--- src/rtl/brlite_local_port.sv ---
// Local input port of the BrLite router: accepts one broadcast message from the
// DMNI, fans it out to the enabled neighbour ports, then holds off for a guard interval.
module brlite_local_port #(
    parameter int DATA_SIZE   = 64,
    parameter int FWD_PORTS   = 4,
    parameter int HOLD_CYCLES = 4,
    parameter int CNT_WIDTH   = 16
) (
    input  logic                 clk_i,
    input  logic                 rst_i,
    input  logic                 req_i,
    output logic                 ack_o,
    input  logic [DATA_SIZE-1:0] data_i,
    output logic                 local_busy_o,
    input  logic [FWD_PORTS-1:0] port_en_i,
    output logic [FWD_PORTS-1:0] fwd_req_o,
    input  logic [FWD_PORTS-1:0] fwd_ack_i,
    output logic [DATA_SIZE-1:0] fwd_data_o,
    output logic [CNT_WIDTH-1:0] bcast_cnt_o
);

    localparam int HOLD_W = $clog2(HOLD_CYCLES + 1);
    localparam logic [HOLD_W-1:0] HOLD_LOAD = HOLD_W'(HOLD_CYCLES);

    typedef enum logic [1:0] {
        IDLE  = 2'd0,
        BCAST = 2'd1,
        HOLD  = 2'd2
    } state_t;

    state_t               state;
    state_t               state_next;
    logic [FWD_PORTS-1:0] pending;
    logic [FWD_PORTS-1:0] pending_next;
    logic [FWD_PORTS-1:0] pending_cleared;
    logic [HOLD_W-1:0]    hold_cnt;
    logic [HOLD_W-1:0]    hold_cnt_next;
    logic [DATA_SIZE-1:0] data_q;
    logic [CNT_WIDTH-1:0] cnt;
    logic                 transfer;
    logic                 bcast_done;

    assign ack_o        = req_i && (state == IDLE);
    assign transfer     = req_i && ack_o;
    assign local_busy_o = (state != IDLE);
    assign fwd_req_o    = (state == BCAST) ? pending : '0;
    assign fwd_data_o   = data_q;
    assign bcast_cnt_o  = cnt;

    // Acks only matter where a request is outstanding; stray bits fall away here.
    assign pending_cleared = pending & ~(fwd_ack_i & fwd_req_o);

    always_ff @(posedge clk_i) begin
        if (rst_i) begin
            state <= IDLE;
        end else begin
            state <= state_next;
        end
    end

    always_comb begin
        state_next    = state;
        pending_next  = pending;
        hold_cnt_next = hold_cnt;
        bcast_done    = 1'b0;
        case (state)
            IDLE: begin
                if (transfer) begin
                    pending_next = port_en_i;
                    if (port_en_i != '0) begin
                        state_next = BCAST;
                    end else begin
                        state_next    = HOLD;
                        hold_cnt_next = HOLD_LOAD;
                    end
                end
            end
            BCAST: begin
                pending_next = pending_cleared;
                if (pending_cleared == '0) begin
                    state_next    = HOLD;
                    hold_cnt_next = HOLD_LOAD;
                    bcast_done    = 1'b1;
                end
            end
            HOLD: begin
                hold_cnt_next = hold_cnt - HOLD_W'(1);
                if (hold_cnt <= HOLD_W'(1)) begin
                    state_next = IDLE;
                end
            end
            default: begin
                state_next = IDLE;
            end
        endcase
    end

    always_ff @(posedge clk_i) begin
        if (rst_i) begin
            pending  <= '0;
            hold_cnt <= '0;
            data_q   <= '0;
            cnt      <= '0;
        end else begin
            pending  <= pending_next;
            hold_cnt <= hold_cnt_next;
            if (transfer) begin
                data_q <= data_i;
            end
            if (bcast_done) begin
                cnt <= cnt + CNT_WIDTH'(1);
            end
        end
    end

endmodule

--- config.mk ---
export PLATFORM = sky130hd
export DESIGN_NAME = brlite_local_port
export DESIGN_NICKNAME = d
export VERILOG_FILES = /design/src/rtl/brlite_local_port.sv
export SDC_FILE = /design/constraint.sdc
export NUM_CORES = 1
export LEC_CHECK = 0
export ABC_AREA = 1
export BUFFER_PORTS_ARGS = -buffer_cell sky130_fd_sc_hd__buf_2
export CORE_ASPECT_RATIO = 2
export CORE_UTILIZATION = 51
export DETAILED_ROUTE_END_ITERATION = 16
export PLACE_DENSITY = 0.86
export SYNTH_ARGS = -nofsm -noshare
export SYNTH_HDL_FRONTEND = slang
export SYNTH_SLANG_ARGS = --single-unit
--- constraint.sdc ---
create_clock -name clk_i -period 2.61 [get_ports clk_i]
set_input_delay 0.261 -clock clk_i [delete_from_list [all_inputs] [get_ports clk_i]]
set_output_delay 0.261 -clock clk_i [all_outputs]
set_load 0.02 [all_outputs]
==> summary.txt, run 1 <==
Outcome
  • Status: completed

CTS
  • Post-CTS setup buffers: 0
  • H-tree depth: 3
  • Post-CTS sizing: 0
  • Worst-path clk slew: 60 ps
  • TritonCTS buffer count: 9
  • TritonCTS clock tree: done
  • Clock sinks: slightly below 90
  • CTS Hold Bufs: 0
  • Clk buf depth: 2
  • Clock Latency Late Sink: 340 ps
  • Clock root buffer: clkbuf_16

Yosys
  • Syn_area_per_cell: 7.276 sq um
  • Synth Area in Compound Gates: 14.74%
  • Syn_nets: between 500 and 600
  • Synthesized-area fraction occupied by adder cells: 0.6920%
  • Main combinational cell family by area after synthesis: simple AND/OR/NAND/NOR gates
  • Mapped cell area: 0.003616 sq mm
  • Mux contribution to synthesized area: 0%
  • Yosys Warn Count: 0
  • Mapped Cells: approximately 500
  • Simple-gate share of the synthesized area: 26.75%
  • Synth unique cells: 26
  • Sequential cell area fraction in the yosys report: 49.27%
  • Post-synthesis xor/xnor area fraction: 2.180%
  • Seq cells post-synth: 89

Critical path
  • Crit path cell chain: nor2_1 > inv_1 > nor2_4 > buf_4 > buf_2
  • Crit path buf inv count: 3
  • CP Launch Type: register
  • Crit. End Element: output pin
  • Critical path data arrival time: 1790 ps
  • Reg2Reg Depth: 7
  • Worst path depth: 5
  • Critical Path Slowest Stage Cell: buf_4
  • Crit path max fanout: between 60 and 70
  • Kind of cell adding the most delay to the critical path: buffers and inverters
  • CP max stage delay: 450 ps
  • Critical path class: reg -> out
  • Worst Path Required: 2350 ps

Timing
  • Max Freq: 488.4 MHz
  • Tmin final: between 2000 and 2500 ps
  • Tightest Pin Transition: 739.5 ps
  • Setup violations, final: 0
  • Max-Slew Margin vs Limit: 50.65%
  • Setup tns final: 0 ps
  • Fin. Hold Viols: 0
  • Layout Skew: 7.590 ps
  • Hold slack: 144.8 ps
  • Unrepaired setup endpoints after global routing: no
  • Final worst-path cycle share: 78.45%
  • Max Slew Vio Count: 0

Detailed routing
  • Wirelength per Cell: roughly 13 um
  • 1st-iter DRT viols: 395
  • DRC: 0
  • Via density: 5.135
  • Pre-antenna DRT Iters: 5
  • Final wirelength: slightly below 10 mm
  • Antenna-violating nets left: 0
  • Vias: roughly 3800

Worst hold path
  • Hold depth: 3
  • Worst hold path type: in -> reg

Finish
  • Commonest non-fill, non-tap cell in the layout: buf_2
  • Reg area: 0.001782 sq mm
  • Fill count: a little under 600
  • Most frequent cells in the layout: 160 x buf_2, 155 x nor2_1, 89 x dfxtp_1
  • Nets: 723
  • Share of post-route cells with drive strength above 1: 29.65%
  • Area delta synth->final: 32.80%
  • Antenna cell count: 0
  • Area of the multi-input gates: roughly 0.0016 sq mm
  • Non-filler cells, final: 741

Place
  • Gpl congestion: 0.8618
  • Detailed placement HPWL: 7.060 mm
  • Placed cell count: 725
  • Buffers on Ports: 160

Floorplan
  • Die Wd: 61.54 um
  • Core region area: around 0.007 sq mm
  • Die Y: 121.1 um
  • Die area: 0.007451 sq mm
  • Row cnt: 43
  • I/O Pins: 161
  • Initial Utilization: 52.51%

Global routing
  • First-pass GRT wire length: 15.89 mm
  • Number of antenna violations at the first check in global routing: 0
  • Largest net degree at the start of global routing: 66
  • GRT Overall Usage: approximately 28%
  • Total gr overflow: 0
  • Vias in the first global route: 3707

Power
  • Static leakage power: roughly 2.4 nW
  • PwrDens: 889.1 mW/mm^2
  • Peak VDD IR: 0.5336 mV

Run
  • Max Cap Viol: 0
[final timing paths]
check | startpoint | slack (ps) | to
worst max-delay path | state[1]$_SDFFE_PP0P_ | 560 | ack_o
worst min-delay path | data_i[34] | 140 | fwd_data_o[34]$_SDFFE_PP0P_
worst max register to register | state[0]$_SDFFE_PP0P_ | 790 | bcast_cnt_o[2]$_SDFFE_PP0P_
worst min register to register | hold_cnt[1]$_SDFFE_PP0P_ | 480 | hold_cnt[1]$_SDFFE_PP0P_
[state kept, by name, summed over array words and instances, names as in the netlist]
name	count
bcast_cnt_o	16
fwd_data_o	64
hold_cnt	3
pending	4
state	2
[logic make-up (layout without fill, tap and decap cells)]
| group | after synthesis | count (layout) |
|---|---|---|
| xor+xnor | 9 | 9 |
| compound gates | 101 | 101 |
| flops | 89 | 89 |
| simple gates | 240 | 240 |
| buf+inv | 56 | 210 |
| fa+ha+maj | 2 | 2 |
[cell usage after synthesis (all sizes together)]
| library cell | number | area [sq um] |
|---|---|---|
| o21bai | 1 | 7.510 |
| nand2 | 52 | 197.7 |
| nor3 | 7 | 46.30 |
| xor2 | 9 | 78.83 |
| o21a | 2 | 15.01 |
| and3 | 1 | 6.260 |
| buf | 10 | 57.55 |
| nand4 | 3 | 18.77 |
| clkbuf | 16 | 60.06 |
| or2 | 1 | 6.260 |
| o21ai | 73 | 365.4 |
| ha | 2 | 25.02 |
| inv | 30 | 112.6 |
| dfxtp | 89 | 1782 |
| a21oi | 24 | 138.9 |
| nor2 | 157 | 596.8 |
| nand3 | 19 | 95.09 |
| a31oi | 1 | 6.260 |
[report_power, final]
group / internal (mW) / total, mW / switching [mW] / leakage, nW
clock network: 0.917 / 1.43 / 0.514 / 0.169
registers: 1.57 / 1.71 / 0.133 / 0.734
logic: 0.358 / 1.13 / 0.773 / 1.45
[layout make-up]
cell class	count	area share, %
multi-input cells	352	33.56
well taps	90	2.345
repair buffers	164	17.56
inverters	30	2.345
flip-flops and latches	89	37.10
clock buffers	12	5.550
clock inverters	4	1.537
[tightest hold or removal path: cells and delay by family]
family / cells / cell delay, ps
and+or+nand+nor: 2 / 110
buffers and inverters: 1 / 70
[layer usage]
metal / part of all wire [%] / vias to the layer above / global-route usage (%)
met5: 0 / - / 0
met4: 2.0 / 0 / 14.44
met3: 5.6 / 21 / 6.930
met2: 55 / 159 / 48.92
met1: 37 / 1749 / 30.27
li1: - / 1876 / -
[stage by stage]
stage	util, %	area, sq um	setup WS [ps]	power (mW)
4_1_cts	69.73	4802	549.5	4.293
2_1_floorplan	-	3616	1147	2.477
6_report	69.73	4802	562.4	4.269
3_5_place_dp	64.79	4462	830.2	2.858
5_1_grt	69.73	4802	456.9	4.498
3_3_place_gp	64.79	4462	892.1	2.815
No activity file was read; power rests on OpenSTA's default activity.
==> run 2, diff against run 1 <==
--- a/config.mk
+++ b/config.mk
@@ -8,9 +8,9 @@
 export ABC_AREA = 1
 export BUFFER_PORTS_ARGS = -buffer_cell sky130_fd_sc_hd__buf_2
 export CORE_ASPECT_RATIO = 2
-export CORE_UTILIZATION = 51
+export CORE_UTILIZATION = 47
 export DETAILED_ROUTE_END_ITERATION = 16
-export PLACE_DENSITY = 0.86
+export PLACE_DENSITY = 0.8
 export SYNTH_ARGS = -nofsm -noshare
 export SYNTH_HDL_FRONTEND = slang
 export SYNTH_SLANG_ARGS = --single-unit
==> constraint.sdc (replaced) <==
create_clock -name clk_i -period 2.1 [get_ports clk_i]
set_input_delay 0.21 -clock clk_i [delete_from_list [all_inputs] [get_ports clk_i]]
set_output_delay 0.21 -clock clk_i [all_outputs]
set_load 0.02 [all_outputs]
==> run 2 against run 1 <==
Critical path depth is the same. Cell count grew 0.54%. Non-clock buffer count grew 2. Via count shrank 0.53%. Sequential share of layout area grew 0.30 points. Hold slack lost 46 ps. First-iteration DRC count shrank 47%. Clock-buffer cell count shrank 2. Clock skew shrank 1.8 ps. Critical path type unchanged. Critical endpoint unchanged.
==> summary.txt, run 2 (synthesis gave the netlist of run 1 again) <==
Global routing
  • Largest net degree at the start of global routing: 65 (-1.5%)
  • GRT Overall Usage: 24.60% (-3.7 points)
  • First-pass GRT wire length: 15.70 mm (-1.2%)
  • Vias in the first global route: 3738 (+0.84%)
  • Total gr overflow: 0 (unchanged)
  • Number of antenna violations at the first check in global routing: 0 (unchanged)

Detailed routing
  • Antenna-violating nets left: 0 (unchanged)
  • WL met1: 3.678 mm (+0.68%)
  • Wirelength per Cell: 13.19 um (-0.78%)
  • Met2 wire length: 5.365 mm (-1.3%)
  • Via density: 5.081 (-1.1%)
  • Top routing layer used: met4
  • Vias: 3785 (-0.53%)
  • Final wirelength: 9.823 mm (-0.24%)
  • Met3 wire len: 553 um (-0.54%)
  • 1st-iter DRT viols: 210 (-47%)
  • DRC: 0 (unchanged)
  • Pre-antenna DRT Iters: 4 (-1)

Place
  • Detailed placement HPWL: 7.174 mm (+1.6%)
  • Placed cell count: 729 (+0.55%)
  • Buffers on Ports: 160 (unchanged)
  • Gpl congestion: 0.9248 (+7.3%)
  • Worst slack, placed: 482.9 ps (-347.2 ps)
  • DP Area: 0.004467 sq mm (+0.11%)

Finish
  • Commonest non-fill, non-tap cell in the layout: buf_2
  • Antenna cell count: 0 (unchanged)
  • Number of flip-flops in the largest register: 64 (unchanged)
  • Area delta synth->final: 31.73%
  • Most frequent cells in the layout: 160 x buf_2, 155 x nor2_1, 89 x dfxtp_1
  • Nets: 725 (+0.28%)
  • Share of post-route cells with drive strength above 1: 29.71% (+0.062 points)
  • Non-filler cells, final: 745 (+0.54%)
  • Fin area: 0.004763 sq mm (-0.81%)
  • Final core utilization: 64.57% (-5.2 points)

Timing
  • Unrepaired setup endpoints after global routing: no
  • Setup tns final: 0 ps (unchanged)
  • Max Freq: 582.6 MHz
  • Setup violations, final: 0 (unchanged)
  • PnR worst setup slack: 383.6 ps (-178.8 ps)
  • Final worst-path cycle share: 81.73%
  • Max-Slew Margin vs Limit: 58.03% (+7.4 points)
  • Fin. Hold Viols: 0 (unchanged)
  • Tightest Pin Transition: 629.5 ps (-110.0 ps)
  • Max Slew Vio Count: 0 (unchanged)
  • Tmin final: 1716 ps
  • Layout Skew: 5.772 ps (-1.819 ps)

Critical path
  • Crit path max fanout: 18 (-72%)
  • Critical path data arrival time: 1510 ps (-280 ps)
  • Crit path cell chain: nor2_1 > inv_1 > nor2_4 > buf_4 > buf_2
  • CP max stage delay: 370 ps (-80 ps)
  • Crit path buf inv count: 3 (unchanged)
  • CP Launch Type: register
  • Kind of cell adding the most delay to the critical path: buffers and inverters
  • Crit. End Element: output pin
  • Critical Path Slowest Stage Cell: dfxtp_1
  • Critical path class: reg -> out
  • Worst Path Required: 1890 ps (-460 ps)

Floorplan
  • Die Wd: 64.02 um (+4.0%)
  • Die area: 0.008069 sq mm (+8.3%)
  • Die Y: 126.0 um (+4.1%)
  • Row cnt: 44 (+2.3%)
  • Initial Utilization: 49.02% (-3.5 points)
  • I/O Pins: 161 (unchanged)
  • Core region area: 0.007377 sq mm (+7.1%)

CTS
  • Worst-path clk slew: 60 ps (about the same)
  • H-tree depth: 3 (unchanged)
  • Post-CTS sizing: 0 (unchanged)
  • TritonCTS clock tree: done
  • Clock Latency Late Sink: 330 ps (about the same)
  • Clock root buffer: clkbuf_16
  • Clk buf depth: 2 (unchanged)
  • Clock sinks: 89 (unchanged)
  • Post-CTS setup buffers: 0 (unchanged)
  • TritonCTS buffer count: 9 (unchanged)
  • CTS Hold Bufs: 0 (unchanged)

Power
  • PwrDens: 1072 mW/mm^2 (+21%)
  • Static leakage power: 2.328 nW (-1.0%)
  • Peak VDD IR: 0.7232 mV (+36%)

Outcome
  • Status: completed

Worst hold path
  • Worst hold path type: in -> reg

Run
  • Max Cap Viol: 0 (unchanged)
[run 2: stage by stage]
stage | hold WS [ps] | power [mW]
2_1_floorplan | 344.9 | 3.079
4_1_cts | 89.43 | 5.147
3_3_place_gp | 430.3 | 3.516
5_1_grt | 92.41 | 5.389
6_report | 99.11 | 5.105
3_5_place_dp | 440.2 | 3.561
[run 2: routing by layer]
layer	GRT usage, %	up-vias
met5	0	-
met4	13.24	0
met3	5.072	22
met2	46.25	157
met1	24.16	1722
li1	-	1884
[run 2: path summary, 6_finish.rpt]
check,slack [ps],endpoint,cells after the start,startpoint
min reg2reg,490,hold_cnt[0]$_SDFFE_PP0P_,2,hold_cnt[0]$_SDFFE_PP0P_
min,100,fwd_data_o[16]$_SDFFE_PP0P_,3,data_i[16]
max reg2reg,440,hold_cnt[0]$_SDFFE_PP0P_,8,state[1]$_SDFFE_PP0P_
max,380,ack_o,5,state[1]$_SDFFE_PP0P_
[run 2: layout make-up]
| type | instances | area [sq um] |
|---|---|---|
| Clock inverter | 6 | 67.56 |
| Inverter | 30 | 112.6 |
| Fill cell | 667 | 2614 |
| Timing Repair Buffer | 166 | 845.8 |
| Multi-Input combinational cell | 352 | 1612 |
| Sequential cell | 89 | 1782 |
| Tap cell | 92 | 115.1 |
| Clock buffer | 10 | 229.0 |
[run 2: power breakdown]
part	switching, mW	internal (mW)
sequential	0.161	1.96
clock	0.648	0.926
combinational	0.963	0.451
total	1.77	3.33
[run 2: tightest hold or removal path, delay by kind of cell]
family,cells,cell delay (ps)
simple gates,2,110
buf+inv,1,70
